File: config.mk
export PLATFORM = sky130hd
export DESIGN_NAME = nand_cmd_addr_seq_flat
export DESIGN_NICKNAME = d
export VERILOG_FILES = /design/src/rtl/nand_phy_pkg.sv /design/src/rtl/nand_cmd_addr_seq_if.sv /design/src/rtl/nand_timing_cnt.sv /design/src/rtl/nand_cmd_addr_seq.sv /design/src/flat_wrapper.sv
export SDC_FILE = /design/constraint.sdc
export NUM_CORES = 1
export LEC_CHECK = 0
export BUFFER_PORTS_ARGS = -buffer_cell sky130_fd_sc_hd__clkbuf_2
export CAP_MARGIN = 5
export CORE_MARGIN = 4
export CORE_UTILIZATION = 51
export CTS_CLUSTER_DIAMETER = 40
export DETAILED_ROUTE_END_ITERATION = 10
export PLACE_DENSITY = 0.78
export SLEW_MARGIN = 20
export SYNTH_ARGS = -nofsm -noshare
export SYNTH_HDL_FRONTEND = slang
export SYNTH_SLANG_ARGS = --single-unit
export TNS_END_PERCENT = 10
File: constraint.sdc
create_clock -name clk0 -period 2.15 [get_ports clk0]
set_input_delay 0.3225 -clock clk0 [delete_from_list [all_inputs] [get_ports clk0]]
set_output_delay 0.3225 -clock clk0 [all_outputs]
set_load 0.05 [all_outputs]
File: src/rtl/nand_phy_pkg.sv
// nand_phy_pkg: shared state encoding, default timings and request type for the NAND PHY sequencers
package nand_phy_pkg;

    typedef enum logic [2:0] {
        ST_IDLE,
        ST_SETUP,
        ST_WE_LOW,
        ST_WE_HIGH,
        ST_OPEN,
        ST_CLOSE
    } seq_state_t;

    localparam int CENS_PER_BUS_DEF = 8;
    localparam int T_SETUP_DEF      = 2;
    localparam int T_WP_DEF         = 3;
    localparam int T_WH_DEF         = 2;
    localparam int T_CEH_DEF        = 2;
    localparam int CE_W             = $clog2(CENS_PER_BUS_DEF);

    typedef struct packed {
        logic [CE_W-1:0] ce;
        logic            is_addr;
        logic            last;
        logic [7:0]      cmd_byte;
    } cmd_req_t;

    function automatic int max4(input int a, input int b, input int c, input int d);
        int ab;
        int cd;
        ab = (a > b) ? a : b;
        cd = (c > d) ? c : d;
        return (ab > cd) ? ab : cd;
    endfunction

endpackage

File: src/rtl/nand_cmd_addr_seq_if.sv
// nand_cmd_addr_seq_if: byte request handshake between upstream page/erase FSMs and the sequencer
interface nand_cmd_addr_seq_if #(
    parameter int CENS_PER_BUS = 8
);
    localparam int CEW = $clog2(CENS_PER_BUS);

    logic           req_valid;
    logic           req_ready;
    logic [CEW-1:0] req_ce;
    logic           req_is_addr;
    logic           req_last;
    logic [7:0]     req_byte;
    logic           wp_n_req;

    modport master (
        output req_valid, req_ce, req_is_addr, req_last, req_byte, wp_n_req,
        input  req_ready
    );

    modport slave (
        input  req_valid, req_ce, req_is_addr, req_last, req_byte, wp_n_req,
        output req_ready
    );

endinterface

File: src/rtl/nand_timing_cnt.sv
// nand_timing_cnt: loadable down-counter that parks at zero and flags it
module nand_timing_cnt #(
    parameter int W = 3
) (
    input  logic         clk0,
    input  logic         rst0,
    input  logic         load,
    input  logic [W-1:0] load_val,
    output logic         zero
);

    logic [W-1:0] cnt;

    // Load wins over decrement; once at zero the count holds until the next load
    always_ff @(posedge clk0) begin
        cnt <= rst0 ? '0 : load ? load_val : (cnt != '0) ? cnt - W'(1) : cnt;
    end

    assign zero = (cnt == '0);

endmodule

File: src/rtl/nand_cmd_addr_seq.sv
// nand_cmd_addr_seq: sequences NAND command/address latch cycles with CE# held across a transaction
module nand_cmd_addr_seq
    import nand_phy_pkg::*;
#(
    parameter int CENS_PER_BUS = CENS_PER_BUS_DEF,
    parameter int T_SETUP      = T_SETUP_DEF,
    parameter int T_WP         = T_WP_DEF,
    parameter int T_WH         = T_WH_DEF,
    parameter int T_CEH        = T_CEH_DEF
) (
    input  logic                    clk0,
    input  logic                    rst0,
    nand_cmd_addr_seq_if.slave      bus,
    output logic                    ctrl_cle,
    output logic                    ctrl_ale,
    output logic                    ctrl_wrn,
    output logic                    ctrl_wpn,
    output logic [CENS_PER_BUS-1:0] ctrl_cen,
    output logic [7:0]              dq_out,
    output logic                    dq_oe,
    output logic                    busy
);

    localparam int CEW   = $clog2(CENS_PER_BUS);
    localparam int CNT_W = $clog2(max4(T_SETUP, T_WP, T_WH, T_CEH)) + 1;

    seq_state_t              state_q;
    seq_state_t              state_n;
    cmd_req_t                req;
    logic                    accept;
    logic                    ready_q;
    logic                    ready_n;
    logic                    busy_n;
    logic                    cnt_zero;
    logic                    cnt_load;
    logic [CNT_W-1:0]        cnt_val;
    logic [CEW-1:0]          ce_q;
    logic [CEW-1:0]          ce_sel;
    logic                    last_q;
    logic [CENS_PER_BUS-1:0] cen_n;
    logic                    cle_n;
    logic                    ale_n;
    logic                    wrn_n;
    logic                    wpn_n;
    logic [7:0]              dq_n;
    logic                    oe_n;

    assign req = '{ce: bus.req_ce, is_addr: bus.req_is_addr, last: bus.req_last, cmd_byte: bus.req_byte};
    assign accept = bus.req_valid & ready_q;
    assign bus.req_ready = ready_q;

    // Every state change reloads the counter with that state's duration minus one
    assign cnt_load = (state_n != state_q);
    assign cnt_val  = (state_n == ST_SETUP)   ? CNT_W'(T_SETUP - 1) :
                      (state_n == ST_WE_LOW)  ? CNT_W'(T_WP - 1)    :
                      (state_n == ST_WE_HIGH) ? CNT_W'(T_WH - 1)    :
                      (state_n == ST_CLOSE)   ? CNT_W'(T_CEH - 1)   : '0;

    nand_timing_cnt #(.W(CNT_W)) u_cnt (
        .clk0     (clk0),
        .rst0     (rst0),
        .load     (cnt_load),
        .load_val (cnt_val),
        .zero     (cnt_zero)
    );

    // State and registered outputs; reset aborts any cycle in flight on the same edge
    always_ff @(posedge clk0) begin
        if (rst0) begin
            state_q  <= ST_IDLE;
            ce_q     <= '0;
            last_q   <= 1'b0;
            ctrl_cen <= '1;
            ctrl_cle <= 1'b0;
            ctrl_ale <= 1'b0;
            ctrl_wrn <= 1'b1;
            ctrl_wpn <= 1'b0;
            dq_out   <= '0;
            dq_oe    <= 1'b0;
            ready_q  <= 1'b0;
            busy     <= 1'b0;
        end else begin
            state_q  <= state_n;
            ce_q     <= (accept && state_q == ST_IDLE) ? req.ce : ce_q;
            last_q   <= accept ? req.last : last_q;
            ctrl_cen <= cen_n;
            ctrl_cle <= cle_n;
            ctrl_ale <= ale_n;
            ctrl_wrn <= wrn_n;
            ctrl_wpn <= wpn_n;
            dq_out   <= dq_n;
            dq_oe    <= oe_n;
            ready_q  <= ready_n;
            busy     <= busy_n;
        end
    end

    // Next state: timed states leave when the counter reaches zero, IDLE/OPEN leave on accept
    always_comb begin
        state_n = state_q;
        case (state_q)
            ST_IDLE, ST_OPEN: state_n = accept ? ST_SETUP : state_q;
            ST_SETUP:         state_n = cnt_zero ? ST_WE_LOW : ST_SETUP;
            ST_WE_LOW:        state_n = cnt_zero ? ST_WE_HIGH : ST_WE_LOW;
            ST_WE_HIGH:       state_n = cnt_zero ? (last_q ? ST_CLOSE : ST_OPEN) : ST_WE_HIGH;
            ST_CLOSE:         state_n = cnt_zero ? ST_IDLE : ST_CLOSE;
            default:          state_n = ST_IDLE;
        endcase
    end

    // Output next values; inside a transaction the held CE wins over whatever req_ce shows
    always_comb begin
        ce_sel  = (state_q == ST_IDLE) ? req.ce : ce_q;
        cen_n   = accept ? ~(CENS_PER_BUS'(1) << ce_sel) :
                  (state_q == ST_CLOSE && cnt_zero) ? '1 : ctrl_cen;
        cle_n   = accept ? !req.is_addr : (state_q == ST_WE_HIGH && cnt_zero) ? 1'b0 : ctrl_cle;
        ale_n   = accept ? req.is_addr : (state_q == ST_WE_HIGH && cnt_zero) ? 1'b0 : ctrl_ale;
        oe_n    = accept ? 1'b1 : (state_q == ST_WE_HIGH && cnt_zero) ? 1'b0 : dq_oe;
        dq_n    = accept ? req.cmd_byte : dq_out;
        wrn_n   = (state_q == ST_SETUP && cnt_zero) ? 1'b0 :
                  (state_q == ST_WE_LOW && cnt_zero) ? 1'b1 : ctrl_wrn;
        wpn_n   = (state_q == ST_IDLE && !accept) ? bus.wp_n_req : ctrl_wpn;
        ready_n = (state_n == ST_IDLE) || (state_n == ST_OPEN);
        busy_n  = (state_n != ST_IDLE);
    end

endmodule

File: src/flat_wrapper.sv
// flat-port wrapper written by rule: the top's interface ports become plain ports
module nand_cmd_addr_seq_flat import nand_phy_pkg::*;
#(
    parameter int CENS_PER_BUS = CENS_PER_BUS_DEF,
    parameter int T_SETUP      = T_SETUP_DEF,
    parameter int T_WP         = T_WP_DEF,
    parameter int T_WH         = T_WH_DEF,
    parameter int T_CEH        = T_CEH_DEF
)
  (clk0, rst0, ctrl_cle, ctrl_ale, ctrl_wrn, ctrl_wpn, ctrl_cen, dq_out, dq_oe, busy, bus_req_valid, bus_req_ce, bus_req_is_addr, bus_req_last, bus_req_byte, bus_wp_n_req, bus_req_ready);
  nand_cmd_addr_seq_if #(.CENS_PER_BUS(CENS_PER_BUS)) bus_i ();
  input  logic clk0;
  input  logic rst0;
  output logic ctrl_cle;
  output logic ctrl_ale;
  output logic ctrl_wrn;
  output logic ctrl_wpn;
  output logic [CENS_PER_BUS-1:0] ctrl_cen;
  output logic [7:0] dq_out;
  output logic dq_oe;
  output logic busy;
  input wire logic [$bits(bus_i.req_valid)-1:0] bus_req_valid;
  input wire logic [$bits(bus_i.req_ce)-1:0] bus_req_ce;
  input wire logic [$bits(bus_i.req_is_addr)-1:0] bus_req_is_addr;
  input wire logic [$bits(bus_i.req_last)-1:0] bus_req_last;
  input wire logic [$bits(bus_i.req_byte)-1:0] bus_req_byte;
  input wire logic [$bits(bus_i.wp_n_req)-1:0] bus_wp_n_req;
  output wire logic [$bits(bus_i.req_ready)-1:0] bus_req_ready;
  assign bus_i.req_valid = bus_req_valid;
  assign bus_i.req_ce = bus_req_ce;
  assign bus_i.req_is_addr = bus_req_is_addr;
  assign bus_i.req_last = bus_req_last;
  assign bus_i.req_byte = bus_req_byte;
  assign bus_i.wp_n_req = bus_wp_n_req;
  assign bus_req_ready = bus_i.req_ready;
  nand_cmd_addr_seq #(.CENS_PER_BUS(CENS_PER_BUS), .T_SETUP(T_SETUP), .T_WP(T_WP), .T_WH(T_WH), .T_CEH(T_CEH)) u_core (.clk0(clk0), .rst0(rst0), .bus(bus_i), .ctrl_cle(ctrl_cle), .ctrl_ale(ctrl_ale), .ctrl_wrn(ctrl_wrn), .ctrl_wpn(ctrl_wpn), .ctrl_cen(ctrl_cen), .dq_out(dq_out), .dq_oe(dq_oe), .busy(busy));
endmodule
# After elaboration in Yosys (flattened, before gate mapping)
# Cells that the tools add are included.
# word_totals
register_bits,33
inputBits,17
output_inout_bits,23
wordCells,69
# classes
n_addsub,1
n_eq_ne,11
shift,1
muxes,22
n_bitwise,2
reduce_logical,19
# op_table
op,n
$mux W3,9
$mux W8,2
$pmux W3 S5,1
$eq A3 B2 Y1 const B,4
$eq A3 B3 Y1 const B,4
$logic_not A3 Y1,3
$mux W1,9
$not A8 Y8,1
$reduce_bool A2 Y1,4
$shl A1 B3 Y8 const A,1
$eq A3 B1 Y1 const B,2
$logic_and A1 B1 Y1,6
$reduce_bool A3 Y1,2
$ne A3 B3 Y1,1
$sub A3 B1 Y3 const B,1
$logic_not A1 Y1,2
$mux W2,1
$reduce_or A2 Y1,1
$and A1 B1 Y1,1
$logic_or A1 B1 Y1,1

# Logic depth before layout (Yosys ltp)
# Gate-level depths: netlist (run 1).
# depth
depth_word,9
depth_mapped,7
ltp_nobuf,6

# Hierarchy
# A second synthesis (run 1) with hierarchy kept.
# hier_totals
hier_cells,191
area_unflattened_um2,1575.3
# modules_own_cells
module,instances,cells_per_inst,area_each_um2,seq_area_each_um2
nand_cmd_addr_seq,1,169,1368.8,600.6
nand_timing_cnt,1,22,206.4,60.1

# Worst setup path before layout (run 1)
# OpenSTA, ideal clock, no wires.
# synth_path
path_type,reg-to-reg
start,"register u_core.ready_q, in the netlist u_core.bus.req_ready"
end,register u_core.dq_out[0]
setup_ps,71
arrival_time_ps,1538
required_ps,2079
path_slack_ps,541
stages_incl_launch_ff,6
path_buffers,2
period_less_slack_ps,1609
cell_sequence,dfxtp_1 -> and2_1 -> clkbuf_1 -> buf_1 -> nand2_1 -> a21oi_1
# synth_via
elab_chain_len,1
# synth_rtl
element,line_no,rtl
from (decl),nand_cmd_addr_seq.sv:31,logic ready_q;
from (signal assigned),nand_cmd_addr_seq.sv:93,ready_q <= ready_n;
$and A1 B1 Y1,nand_cmd_addr_seq.sv:49,assign accept = bus.req_valid & ready_q;
to (signal assigned),nand_cmd_addr_seq.sv:91,dq_out <= dq_n;
to (decl),nand_cmd_addr_seq.sv:19,"output logic [7:0] dq_out,"
# No other way between the ends.
# A chain may end at the register's enable or synchronous reset.

# Worst setup path after layout (run 1)
# layout_path
start,register u_core.u_cnt.cnt[0]
end,register u_core.state_q[0]
# layout_via
elab_chain_len,3
word_cells_on_any_way,6
classes_between,5 x mux; 1 x reduce/logical
# layout_rtl
element,line_no,rtl
from (decl),nand_timing_cnt.sv:12,logic [W-1:0] cnt;
from (signal assigned),nand_timing_cnt.sv:16,cnt <= rst0 ? '0 : load ? load_val : (cnt != '0) ? cnt - W'(1) : cnt;
$logic_not A3 Y1 *,nand_timing_cnt.sv:19,assign zero = (cnt == '0);
$mux W3 (tied with other cells),nand_cmd_addr_seq.sv:106,ST_CLOSE: state_n = cnt_zero ? ST_IDLE : ST_CLOSE;
$pmux W3 S5 *,nand_cmd_addr_seq.sv:101,case (state_q)
to (signal assigned),nand_cmd_addr_seq.sv:83,state_q <= state_n;
to (decl),nand_cmd_addr_seq.sv:27,seq_state_t state_q;
# Every way passes the cells marked *; elsewhere a longest branch is shown, timed or not.

==> results.toml, run 1 <==
[detailed_routing]
drt_iter0_drc = 130
drc = 0
via_count = 1442
routed_via_density = 5.84
ant_nets = 0
wirelength_um = 3600
dr.pass1.iters = 4
wl_per_cell_um = 14.6

[timing]
post-route-min-period_ps = 1810
worst_pin_slew_ps = 645
hold_viol_final = 0
setup_viol = 0
hold_slack_ps = 206
setup_tns_ps = 0
fin_crit_sh = 0.842
max-slew-margin-rel = 0.570
fin_skew_ps = 6.11
slew_violations = 0
rsz0062_at_grt = "false"
timing.fmax_mhz = 552

[floorplan]
rows = 19
die_w_um = 62.1
dieArea_um2 = 3850
die_y_um = 62.1
start_util = 0.536
ioPinCount = 40
core_um2 = 2780

[yosys]
synth_seq_cells = 33
yosysWarnings = 0
mappedNetlistNets = 204
netlist_area_um2 = 1490
synth-async-reset-ratio = 0
netlist_instances = 185
ys_seq_area_frac = 0.443
syn_avg_cell_area_um2 = 8.06
synth_edf_count = 0
synth_ff_type = "dfxtp_1"
synth_cell_types = 38

[global_routing]
grt_start_max_net_pins = 19
antenna_found_initial = 0
grt_pass1_vias = 1320
gr-usage-all-layers = 0.197
gr-total-overflow = 0
grt_pass1_wl_um = 5560

[clock_network]
root_buffer = "clkbuf_4"
numCtsBuffers = 5
htreeDepth = 2
clock_latency_ps = 330
postCtsSetupBuffers = 0
cts_tree = "built"
clk_pin_slew_ps = 100
cts.path.max_buffers = 2
cts.sinks = 33
cts_resized = 0
cts_hold_buffers = 0

[hold_path]
hold_depth = 3
hp-class = "primary input to flop"

[placed_design]
placed_area_um2 = 1660
hpwl_um = 2640
place_congestion = 0.800
port_buffers = 39

[flow_run]
drv_cap = 0

[finish]
final_nets = 235
syn2layout_area_growth_pct = 14.7
drive_gt1_frac = 0.227
diodes = 0
finalInstanceArea_um2 = 1710
fillers = 277

[pwr]
leakagePower_nw = 0.694
p_per_area_nw_per_um2 = 1310
ir_drop_uv = 933
p_total_mw = 2.24

[worst_setup_path]
r2r_setup_slack_ps = 340
reg2reg_depth = 6
max_stage_delay_ps = 450
crit_slowest_cell = "nor2b_1"
cp_cell_sequence = "inv_1 -> ha_1 -> nor2b_1 -> o21bai_1 -> a211oi_1 -> and2_1"
worst_setup_path_end_kind = "flop"
arrival_ps = 2090
cp.required_ps = 2430
start_kind = "flop"
crit_path_max_fanout = 9
criticalPathCategory = "flop to flop"

[outcome]
status = "finished clean"
==> sequential cells by signal, indices dropped and copies added (netlist names) <==
register / cells
u_core.ctrl_wrn: 1
u_core.ce_q: 3
u_core.ctrl_ale: 1
u_core.dq_out: 8
u_core.u_cnt.cnt: 3
u_core.ctrl_wpn: 1
u_core.bus.req_ready: 1
u_core.ctrl_cle: 1
u_core.busy: 1
u_core.last_q: 1
u_core.ctrl_cen: 8
u_core.dq_oe: 1
u_core.state_q: 3
==> where the power goes <==
| part | total [mW] | switching [mW] | leakage [nW] | internal, mW |
|---|---|---|---|---|
| clock network | 0.352 | 0.198 | 0.0314 | 0.154 |
| registers | 0.868 | 0.135 | 0.269 | 0.733 |
| logic | 1.02 | 0.708 | 0.393 | 0.312 |
==> worst paths after layout <==
check	end	from
max reg2reg	u_core.state_q[0]$_SDFF_PP0_	u_core.u_cnt.cnt[0]$_SDFFE_PP0P_
min reg2reg	u_core.dq_out[5]$_SDFFE_PP0P_	u_core.dq_out[5]$_SDFFE_PP0P_
min	u_core.dq_out[4]$_SDFFE_PP0P_	bus_req_byte[4]
max	u_core.state_q[0]$_SDFF_PP0_	u_core.u_cnt.cnt[0]$_SDFFE_PP0P_
==> cell families (layout without fill, tap and decap cells) <==
| family | Yosys count | in the layout | synth area share |
|---|---|---|---|
| and+or+nand+nor | 75 | 75 | 0.248 |
| AOI/OAI and AO/OA | 52 | 52 | 0.212 |
| DFF | 33 | 33 | 0.443 |
| buffers and inverters | 21 | 52 | 0.0671 |
| adders and majority gates | 2 | 2 | 0.0168 |
| xor gates and xnor gates | 1 | 1 | 0.00587 |
| muxes | 1 | 1 | 0.00671 |
==> per-stage QoR <==
stage	worst slack (ps)	cells	utilization
after CTS	354	247	0.615
after detailed placement	377	240	0.595
after global placement	450	240	0.595
after floorplan	541	185	-
after global routing	149	247	0.615
final	340	247	0.615
==> critical path, delay by kind of cell (launching register included) <==
kind                     cells  cell delay (ps)
buffers and inverters        1              100
flip-flops                   1              330
AND/OR/NAND/NOR              2              630
adder cells (fa/ha/maj)      1              210
AO/OA/AOI/OAI                2              490
==> final cells by class <==
cell class              instances  area [µm²]  share of cell area
clock buffers                   7        55.1              0.0322
flip-flops and latches         33         661               0.386
well taps                      31        38.8              0.0227
inverters                       4        15.0             0.00878
repair buffers                 41         210               0.123
multi-input cells             131         731               0.427
==> routing by layer <==
metal | track usage | share of wire
met1 | 0.236 | 0.41
met2 | 0.318 | 0.51
met3 | 0.0413 | 0.055
met4 | 0.121 | 0.024
met5 | 0 | 0
==> cells in the final DEF (no fill, tap or decap), types with 2 or more instances in the layout <==
master / synthesis / final
and2_1: 2 / 2
nand2_1: 29 / 29
ha_1: 2 / 2
nand3_1: 7 / 7
buf_4: 1 / 2
a31oi_1: 4 / 4
dfxtp_1: 33 / 33
nor3_1: 4 / 4
nor2b_1: 2 / 2
nor2_1: 18 / 18
o32a_1: 3 / 3
nand4b_1: 3 / 3
o21ai_0: 7 / 7
inv_1: 4 / 4
a21oi_1: 26 / 26
nand3b_1: 2 / 2
nor4b_2: 2 / 2
clkbuf_4: 0 / 5
clkbuf_2: 0 / 39
o31ai_1: 4 / 4
==> cells in the mapped netlist, types with 2 or more instances <==
master	n	share of area
clkbuf_1	10	0.025
buf_6	2	0.015
buf_2	2	0.0067
ha_1	2	0.017
nor4b_2	2	0.020
and2_1	2	0.0084
a31oi_1	4	0.017
inv_1	4	0.010
nor2_1	18	0.045
buf_1	2	0.0050
a21oi_1	26	0.087
nand2_1	29	0.073
o21ai_0	7	0.023
dfxtp_1	33	0.44
o31ai_1	4	0.020
nand3_1	7	0.023
o32a_1	3	0.020
nor3_1	4	0.013
nor2b_1	2	0.0084
nand4b_1	3	0.018
nand3b_1	2	0.010
(Power assumes the default switching activity.)
==> run 2: changes to the inputs <==
clock period = 1.8 ns   (was 2.15 ns; I/O delays follow)
==> results.toml, run 2 (synthesis gave the netlist of run 1 again) <==
[outcome]
status = "finished clean"

[timing]
fin_crit_sh = 0.954
timing.fmax_mhz = 582
setup_viol = 0
max-slew-margin-rel = 0.571
hold_slack_ps = 154
hold_viol_final = 0
slew_violations = 0
post-route-min-period_ps = 1720
worst_pin_slew_ps = 643
setup_tns_ps = 0
rsz0062_at_grt = "false"
fin_skew_ps = 8.01

[finish]
drive_gt1_frac = 0.258
fillers = 246
syn2layout_area_growth_pct = 19.5
final_nets = 239
final_cell_mix = "clkbuf_2, dfxtp_1, nand2_1, a21oi_1, nor2_1"
diodes = 0
mostFrequentLayoutCell = "clkbuf_2"
top_regs = "u_core.ctrl_cen (8), u_core.dq_out (8)"

[detailed_routing]
ant_nets = 0
routed_via_density = 5.80
wl_met1_um = 1500
wl_per_cell_um = 14.6
drc = 0
wl_met3_um = 326
top_layer_used = "met4"
wirelength_um = 3690
via_count = 1461
wl_met2_um = 1840
dr.pass1.iters = 5
drt_iter0_drc = 117

[clock_network]
cts.sinks = 33
numCtsBuffers = 5
cts.path.max_buffers = 2
cts_tree = "built"
clk_pin_slew_ps = 110
root_buffer = "clkbuf_4"
htreeDepth = 2
clock_latency_ps = 320

[worst_setup_path]
r2r_end = "u_core.ctrl_cen[2]$_SDFFE_PP1P_"
start_kind = "flop"
critical_path_depth = 4
cp-endpoint = "u_core.ctrl_cen[2]$_SDFFE_PP1P_"
arrival_ps = 1940
max_stage_delay_ps = 500
criticalPathCategory = "flop to flop"
r2r_setup_slack_ps = 80
cp.required_ps = 2030
worst_setup_path_end_kind = "flop"
cp_cell_sequence = "or3_1 -> nor4b_2 -> a31oi_1 -> o32a_1"
r2r-start = "u_core.state_q[2]$_SDFF_PP0_"
cp_num_buf_inv = 0
cpLargestDelayFamily = "simple AND/OR/NAND/NOR gates"
crit_path_start = "u_core.state_q[2]$_SDFF_PP0_"
reg2reg_depth = 4
crit_slowest_cell = "or3_1"
crit_path_max_fanout = 11

[hold_path]
hp-class = "primary input to flop"
hold_depth = 3

[pwr]
p_total_mw = 2.94
p_per_area_nw_per_um2 = 1650
ir_drop_uv = 1200
leakagePower_nw = 0.735

[global_routing]
gr-usage-all-layers = 0.210
grt_start_max_net_pins = 19
grt_pass1_vias = 1297
gr-total-overflow = 0
antenna_found_initial = 0
grt_pass1_wl_um = 5910

[floorplan]
rows = 19
die_y_um = 62.1
start_util = 0.536
core_um2 = 2780
die_w_um = 62.1
ioPinCount = 40
dieArea_um2 = 3850

[placed_design]
hpwl_um = 2660
port_buffers = 39
place_congestion = 0.796

[flow_run]
drv_cap = 0
run 2: changes by cell type in the layout (fill, tap and decap cells not counted), sizes merged:
cell,previous run,this run
buf,2,6
bufinv,0,1
clkinvlp,0,1
clkbuf,46,45
run 2: worst min-delay path by stage:
stage / startpoint / slack [ps] / end
detailed placement: u_core.dq_out[3]$_SDFFE_PP0P_ / 450 / u_core.dq_out[3]$_SDFFE_PP0P_
finish: bus_req_byte[7] / 150 / u_core.dq_out[7]$_SDFFE_PP0P_
floorplan: bus_req_last / 410 / u_core.last_q$_SDFFE_PP0P_
CTS: bus_req_last / 150 / u_core.last_q$_SDFFE_PP0P_
global placement: u_core.dq_out[6]$_SDFFE_PP0P_ / 440 / u_core.dq_out[6]$_SDFFE_PP0P_
global route: bus_req_byte[3] / 150 / u_core.dq_out[3]$_SDFFE_PP0P_
run 2: through the flow:
step	util	std cells	setup WS (ps)	cell area, µm²
2_1_floorplan	-	185	191	1490
3_3_place_gp	0.606	244	154	1690
3_5_place_dp	0.606	244	-35.9	1690
4_1_cts	0.639	252	100	1780
5_1_grt	0.641	252	11.5	1780
6_report	0.641	252	82.5	1780
run 2: metal layers:
metal  up-vias  global-route usage
met2        64               0.351
met1       678               0.262
met3         2              0.0599
met5         -                   0
li1        717                   -
met4         0              0.0636
run 2: worst reg2reg max path, cell delays in order (launching register included):
cell and delay, ps:
dfxtp_1 430, or3_1 500, nor4b_2 290, a31oi_1 100
o32a_1 300
run 2: area by class of cell:
cell class	count	area, µm²	area share
flip-flops and latches	33	661	0.371
clock buffers	6	51.3	0.0288
inverters	4	15.0	0.00842
repair buffers	45	240	0.135
clock inverters	2	37.5	0.0211
multi-input cells	131	739	0.415
well taps	31	38.8	0.0218
run 2: repair_timing:
| item | in CTS | in global routing |
|---|---|---|
| setup buffers | 0 | 0 |
| hold endpoints to repair | 0 | 0 |
| resized for setup | 1 | 2 |
| hold buffers | 0 | 0 |
| setup endpoints to repair | 10 | 10 |
run 2: where the power goes:
part | switching [mW] | total, mW | internal [mW]
clock network | 0.255 | 0.585 | 0.330
registers | 0.114 | 0.990 | 0.876
logic | 0.926 | 1.37 | 0.442
==> run 3: changes to the inputs <==
CORE_MARGIN = 10   (was 4)
==> results.toml, run 3 (synthesis gave the netlist of run 1 again) <==
[pwr]
leakagePower_nw = 0.733
internal-power_mw = 1.63
p_total_mw = 2.92
p_switching_mw = 1.29
p_per_area_nw_per_um2 = 1640
ir_drop_uv = 1150
pwr-share-seq = 0.339
pwr-share-clk = 0.200
switching_share = 0.442
combinationalPowerShare = 0.461

[timing]
hold_viol_final = 0
setup_tns_ps = 0
fin_skew_ps = 9.43
rsz0062_at_grt = "false"
max-slew-margin-rel = 0.618
setup_viol = 0
slew_violations = 0
worst_pin_slew_ps = 571
post-route-min-period_ps = 1700
fin_crit_sh = 0.947
timing.fmax_mhz = 587
setup_slack_ps = 95.1

[floorplan]
dieArea_um2 = 5490
core_um2 = 2780
start_util = 0.536
ioPinCount = 40
die_y_um = 74.1
die_w_um = 74.1
rows = 19

[clock_network]
cts_hold_buffers = 0
root_buffer = "clkbuf_4"
clk_pin_slew_ps = 110
postCtsSetupBuffers = 0
clock_latency_ps = 330
cts_resized = 1
cts.path.max_buffers = 2
numCtsBuffers = 5
cts.sinks = 33
cts_tree = "built"
htreeDepth = 2

[hold_path]
hp-class = "primary input to flop"
worstHoldStart = "bus_req_byte[3]"
hold_depth = 3

[finish]
finalNonFillerCells = 251
final_nets = 238
top_regs = "u_core.ctrl_cen (8), u_core.dq_out (8)"
mostFrequentLayoutCell = "clkbuf_2"
syn2layout_area_growth_pct = 19.3
final_cell_mix = "clkbuf_2, dfxtp_1, nand2_1, a21oi_1, nor2_1"
diodes = 0
drive_gt1_frac = 0.255
fillers = 243

[detailed_routing]
drc = 0
drt_iter0_drc = 134
wirelength_um = 3790
ant_nets = 0
via_count = 1421
routed_via_density = 5.66
wl_per_cell_um = 15.1
dr.pass1.iters = 4

[global_routing]
grt_pass1_vias = 1445
grt_busiest_layer = "met2"
gr-total-overflow = 0
grtUsageMet2 = 0.241
use_met3 = 0.0572
gr-usage-all-layers = 0.143
antenna_found_initial = 0
grt_start_max_net_pins = 20
met1_usage = 0.156
grt_pass1_wl_um = 6330

[flow_run]
drv_cap = 0

[outcome]
status = "finished clean"

[placed_design]
place_congestion = 0.777
hpwl_um = 2820
dp.cells = 243
place_ws_ps = 12.4
port_buffers = 39

[worst_setup_path]
cp.required_ps = 2030
worst_setup_path_end_kind = "flop"
crit_path_max_fanout = 11
r2r-start = "u_core.state_q[2]$_SDFF_PP0_"
arrival_ps = 1930
r2r_setup_slack_ps = 100
crit_path_start = "u_core.state_q[2]$_SDFF_PP0_"
criticalPathCategory = "flop to flop"
start_kind = "flop"
reg2reg_depth = 4
[run 3: area by class of cell]
cell class	count	area, µm²	area share
clock inverters	2	37.5	0.0211
well taps	31	38.8	0.0218
inverters	4	15.0	0.00844
multi-input cells	131	743	0.418
clock buffers	6	51.3	0.0288
flip-flops and latches	33	661	0.371
repair buffers	44	233	0.131
[run 3: metrics by stage]
step / util / area [µm²] / hold slack [ps]
floorplan: - / 1490 / 406
global placement: 0.603 / 1680 / 442
detailed placement: 0.603 / 1680 / 449
CTS: 0.636 / 1770 / 129
global route: 0.640 / 1780 / 136
finish: 0.640 / 1780 / 144
[run 3: power groups by stage]
stage	Sequential (mW)	Combinational (mW)	Clock, mW
floorplan	1.25	0.799	0
global placement	0.988	1.25	0
detailed placement	0.998	1.31	0
CTS	0.984	1.32	0.599
global route	1.01	1.48	0.631
finish	0.991	1.35	0.584
[run 3: path summary, 6_finish.rpt]
| path | end |
|---|---|
| max | u_core.ctrl_cen[4]$_SDFFE_PP1P_ |
| min | u_core.dq_out[3]$_SDFFE_PP0P_ |
| max reg2reg | u_core.ctrl_cen[4]$_SDFFE_PP1P_ |
| min reg2reg | u_core.dq_out[3]$_SDFFE_PP0P_ |
[run 3: layer usage]
metal  vias up  wire length [µm]
met5         -                 0
met3         6               312
met4         0                43
met1       648              1550
met2        49              1890
li1        718                 -
[run 3: critical path, cell delays in order (launching register included)]
cell and delay, ps:
dfxtp_1 430, or3_1 490, nor4b_2 300, a31oi_1 80
o32a_1 300
